<file path="config.mk">
export PLATFORM = sky130hd
export DESIGN_NAME = la_bitstream_bridge
export DESIGN_NICKNAME = d
export VERILOG_FILES = /design/src/rtl/la_bitstream_bridge.sv
export SDC_FILE = /design/constraint.sdc
export NUM_CORES = 1
export LEC_CHECK = 0
export ABC_AREA = 0
export CAP_MARGIN = 40
export CORE_MARGIN = 10
export CORE_UTILIZATION = 27
export CTS_BUF_LIST = sky130_fd_sc_hd__clkbuf_8
export CTS_CLUSTER_DIAMETER = 80
export DETAILED_ROUTE_END_ITERATION = 12
export GPL_ROUTABILITY_DRIVEN = 0
export HOLD_SLACK_MARGIN = 0.12
export SLEW_MARGIN = 0
export SYNTH_ARGS = -nofsm -noshare
export SYNTH_HDL_FRONTEND = slang
export SYNTH_SLANG_ARGS = --single-unit
</file>
<file path="constraint.sdc">
create_clock -name wb_clk_i -period 5.67 [get_ports wb_clk_i]
set_input_delay 1.4175 -clock wb_clk_i [delete_from_list [all_inputs] [get_ports wb_clk_i]]
set_output_delay 1.4175 -clock wb_clk_i [all_outputs]
set_load 0.01 [all_outputs]
</file>
<file path="src/rtl/la_bitstream_bridge.sv">
// la_bitstream_bridge: host-to-decoder bridge over LA pins; toggle-synced word FIFO streamed to the decoder, pixel/status readback
// Ports: wb_clk_i/wb_rst_i clock and sync reset; la_word_in/la_tog_in/la_oenb_tog host submission;
// la_clr_in host clear; m_data/m_valid/m_ready decoder stream; s_pix/s_pix_valid decoder pixels;
// la_ack_out/la_level_out/la_ovf_out/la_pix_out/la_cnt_out host readback.
module la_bitstream_bridge #(
  parameter int DATA_W = 16,
  parameter int DEPTH = 8,
  parameter int PIX_W = 8,
  parameter int CNT_W = 4,
  localparam int LVL_W = $clog2(DEPTH) + 1
) (
  input  logic              wb_clk_i,
  input  logic              wb_rst_i,
  input  logic [DATA_W-1:0] la_word_in,
  input  logic              la_tog_in,
  input  logic              la_oenb_tog,
  input  logic              la_clr_in,
  output logic [DATA_W-1:0] m_data,
  output logic              m_valid,
  input  logic              m_ready,
  input  logic [PIX_W-1:0]  s_pix,
  input  logic              s_pix_valid,
  output logic              la_ack_out,
  output logic [LVL_W-1:0]  la_level_out,
  output logic              la_ovf_out,
  output logic [PIX_W-1:0]  la_pix_out,
  output logic [CNT_W-1:0]  la_cnt_out
);
  localparam int PTR_W = LVL_W - 1;
  localparam logic [LVL_W-1:0] FULL = LVL_W'(DEPTH);
  logic tog_s1_q, tog_s2_q, tog_prev_q, clr_s1_q, clr_s2_q;
  logic ack_q, ack_d, ovf_q, ovf_d;
  logic [1:0] arm_q, arm_d;
  logic [PTR_W-1:0] wr_q, wr_d, rd_q, rd_d;
  logic [LVL_W-1:0] lvl_q, lvl_d;
  logic [PIX_W-1:0] pix_q, pix_d;
  logic [CNT_W-1:0] cnt_q, cnt_d;
  logic [DATA_W-1:0] mem_q [DEPTH];
  logic [DATA_W-1:0] mem_d [DEPTH];
  logic evt, pop, push, drop;
  always_comb begin
    // tog_prev keeps tracking while disarmed, so a host that left la_tog_in high causes no submission
    evt = (tog_s2_q != tog_prev_q) && (arm_q == 2'd3) && !la_oenb_tog;
    pop = (lvl_q != '0) && m_ready;
    push = evt && ((lvl_q != FULL) || pop);
    drop = evt && (lvl_q == FULL) && !pop;
    arm_d = (arm_q == 2'd3) ? arm_q : arm_q + 2'd1;
    wr_d = push ? wr_q + PTR_W'(1) : wr_q;
    rd_d = pop ? rd_q + PTR_W'(1) : rd_q;
    lvl_d = (push && !pop) ? lvl_q + LVL_W'(1) : (pop && !push) ? lvl_q - LVL_W'(1) : lvl_q;
    mem_d = mem_q;
    if (push) mem_d[wr_q] = la_word_in;
    ack_d = ack_q ^ push;
    // a drop coinciding with clear still leaves overflow set
    ovf_d = drop | (ovf_q & !clr_s2_q);
    pix_d = s_pix_valid ? s_pix : pix_q;
    cnt_d = s_pix_valid ? (clr_s2_q ? CNT_W'(1) : cnt_q + CNT_W'(1)) : (clr_s2_q ? '0 : cnt_q);
  end
  always_ff @(posedge wb_clk_i) begin
    if (wb_rst_i) begin
      {tog_s1_q, tog_s2_q, tog_prev_q, clr_s1_q, clr_s2_q, ack_q, ovf_q} <= '0;
      arm_q <= '0;
      wr_q <= '0;
      rd_q <= '0;
      lvl_q <= '0;
      pix_q <= '0;
      cnt_q <= '0;
      mem_q <= '{default: '0};
    end else begin
      tog_s1_q <= la_tog_in;
      tog_s2_q <= tog_s1_q;
      tog_prev_q <= tog_s2_q;
      clr_s1_q <= la_clr_in;
      clr_s2_q <= clr_s1_q;
      ack_q <= ack_d;
      ovf_q <= ovf_d;
      arm_q <= arm_d;
      wr_q <= wr_d;
      rd_q <= rd_d;
      lvl_q <= lvl_d;
      pix_q <= pix_d;
      cnt_q <= cnt_d;
      mem_q <= mem_d;
    end
  end
  assign m_data = mem_q[rd_q];
  assign m_valid = lvl_q != '0;
  assign la_ack_out = ack_q;
  assign la_level_out = lvl_q;
  assign la_ovf_out = ovf_q;
  assign la_pix_out = pix_q;
  assign la_cnt_out = cnt_q;
endmodule

</file>
==> key figures <==
Status
  • Status: complete, no violations

Route
  • Routed WL per cell: 16.4 um
  • Routed wire length: 16,800 um
  • 1st-iter DRT viols: 251
  • Drt via density: 4.46
  • Routed Antenna Nets: 0
  • Vias: 4,576
  • Drc violations: 0
  • DRT Pass-1 Iters: 4

Yosys
  • Most common cell in the netlist: dfxtp_1
  • Synthesis Warnings: 0
  • Number of synthesized flops with an enable pin: 0
  • Mux contribution to synthesized area: 0.315
  • Sequential area share after synthesis: 0.434
  • Post-synth top area cell: dfxtp_1
  • Synth unique cells: 37
  • Mapped Area: 0.00734 mm^2
  • Simple-Gate Fraction of Synth Area: 0.168
  • Synth top cells by count: dfxtp_1, nand2b_1, mux2i_1
  • Syn_area_per_cell: 11.5 um^2
  • Synth Net Count: 680
  • Synth area leaders: dfxtp_1, mux2i_1, nand2b_1
  • Ys async rst share: 0
  • Most used DFF post-synth: dfxtp_1
  • Post-synthesis compound-gate area fraction: 0.00869
  • Adder-Cell Fraction of Synth Area: 0.0147
  • Largest family of logic cells by synthesized area: multiplexers
  • Synth Instances: 641
  • Synth Area in XOR/XNOR: 0.0131
  • FF+latch count, synth: 159
  • Post-synth top area share: 0.434

Critical path
  • Critical Path Start Type: flop
  • FF-to-FF setup slack: 2.90 ns
  • Crit end category: primary output
  • RR Startpoint: la_level_out[0]$_SDFFE_PP0P_
  • FF-to-FF path depth: 9
  • Critical path type: reg -> out
  • CP Data Arrival Time: 2.76 ns
  • Critical R2R Capture: la_level_out[3]$_SDFFE_PP0P_
  • WP data required: 4.25 ns
  • CP max FO: 15

Clocking
  • Clk_lat worst skew: 0.46 ns
  • Clk slew on worst S/H paths: 0.09 ns
  • CTS root buf: clkbuf_8
  • H-tree Lvls: 4
  • Num Clock Sinks: 159
  • CTS resizes: 0
  • Clk buf depth: 2
  • Num CTS Buffers: 17
  • Cts-stage hold buffer count: 0
  • Post-CTS Setup Repair Bufs: 0
  • CTS tree: done

Floorplanning
  • Chip height: 185 um
  • Initial Util: 0.273
  • Die ar.: 0.0342 mm^2
  • Die Width: 185 um
  • Rows: 60
  • Core box area: 0.0269 mm^2
  • Top-Level Pins: 66

Placement
  • Dpl hpwl: 10,500 um
  • Port Buf Inserts: 65

Timing
  • Setup_tns: 0 ns
  • RSZ-0062 raised after global routing: false
  • Final setup fails: 0
  • Worst relative slew slack: 0.426
  • Post-layout min period: 4.18 ns
  • Max-slew violations: 0
  • Final period util: 0.737
  • Worst-margin pin slew: 0.861 ns
  • Fmax: 239 MHz
  • Final hold slack: 0.436 ns
  • Final Hold Fails: 0
  • Fin Clk Skew: 0.0163 ns

Hold path
  • Hold path start: clr_s1_q$_SDFF_PP0_
  • Worst min path class: reg -> reg
  • Hold endpoint: clr_s2_q$_SDFF_PP0_
  • WHS Path Cells: 1

Power
  • VDD IR max: 0.000127 V
  • Power Density: 288 mW/mm^2
  • Leak: 3.31 nW
  • Tot Pwr: 2.47 mW

Global routing
  • Initial antenna violation count: 0
  • GRT Total Usage: 0.101
  • Total grt overflow: 0
  • Vias in the first global route: 4,645
  • Largest net degree at the start of global routing: 100
  • First-pass GRT wire length: 26,700 um

Final layout
  • Nets: 711
  • Synth-to-Final Area Change: 17.2%
  • Layout cells sized above 1: 0.150
  • Filler instances: 2,710
  • Antenna Cells: 0

Flow run
  • Max-Cap Viols: 0
## power breakdown
group | leakage, nW | internal [mW] | switching [mW]
Clock | 0.196 | 0.366 | 0.460
Sequential | 1.28 | 1.15 | 0.0618
Combinational | 1.83 | 0.244 | 0.198
Total | 3.31 | 1.75 | 0.720
## placed cells by master (no fill, tap or decap), types with 5 or more instances in the layout
cell	count
xor2_1	6
a21oi_1	5
nor2_1	24
dfxtp_1	158
nor2b_1	7
buf_4	6
ha_1	7
clkdlybuf4s50_1	64
xnor2_1	5
mux2_2	17
mux4_2	32
mux2i_1	140
nand2b_1	146
clkbuf_8	18
clkinv_4	5
## cell families (layout without fill, tap and decap cells)
group	Yosys count	count (layout)
flip-flops	159	159
buffers and inverters	64	108
AO/OA/AOI/OAI	9	9
AND/OR/NAND/NOR	201	201
adder cells (fa/ha/maj)	8	8
XOR/XNOR	11	11
multiplexers	189	189
## critical path, cell delays in order, from the launching register on
cell and delay, ns:
dfxtp_2 0.72, buf_16 0.24, mux4_2 0.52, mux2_2 0.32
clkdlybuf4s50_1 0.49
## how the worst max path moves through the flow
stage | end | cells after the start | startpoint | slack [ns]
after floorplan | la_level_out[3]$_SDFFE_PP0P_ | 10 | la_oenb_tog | 2.14
after global routing | m_data[3] | 4 | rd_q[0]$_SDFFE_PP0P_ | 1.36
after global placement | m_data[6] | 4 | rd_q[0]$_SDFFE_PP0P_ | 1.64
final | m_data[0] | 4 | rd_q[0]$_SDFFE_PP0P_ | 1.49
after detailed placement | la_level_out[3]$_SDFFE_PP0P_ | 10 | m_ready | 1.84
after CTS | m_data[0] | 4 | rd_q[0]$_SDFFE_PP0P_ | 1.43
## registers in the layout, summed over array words and instances (netlist names), 2 cells and up
name,count
arm_q,2
la_cnt_out,4
la_level_out,4
la_pix_out,8
mem_q,128
rd_q,3
wr_q,3
## metal layers
metal / part of all wire / track usage / vias to the layer above
li1: - / - / 2258
met1: 0.51 / 0.137 / 2216
met2: 0.41 / 0.142 / 88
met3: 0.069 / 0.0376 / 14
met4: 0.011 / 0.0335 / 0
met5: 0 / 0 / -
## layout make-up
cell class              count  area, um^2  share of cell area
clock buffers              18         248              0.0288
clock inverters            14         134              0.0156
multi-input cells         418        3820               0.444
inverters                   2        7.51            0.000872
well taps                 341         427              0.0496
repair buffers             74         788              0.0916
flip-flops and latches    159        3180               0.370
## stage by stage
stage / cells / setup WS (ns) / utilization / cell area [um^2]
5_1_grt: 1026 / 1.36 / 0.320 / 8600
3_3_place_gp: 991 / 1.64 / 0.303 / 8140
3_5_place_dp: 994 / 1.84 / 0.306 / 8220
4_1_cts: 1026 / 1.43 / 0.320 / 8600
6_report: 1026 / 1.49 / 0.320 / 8600
2_1_floorplan: 641 / 2.14 / - / 7340
Note: power is estimated with default switching activity, not from simulation.
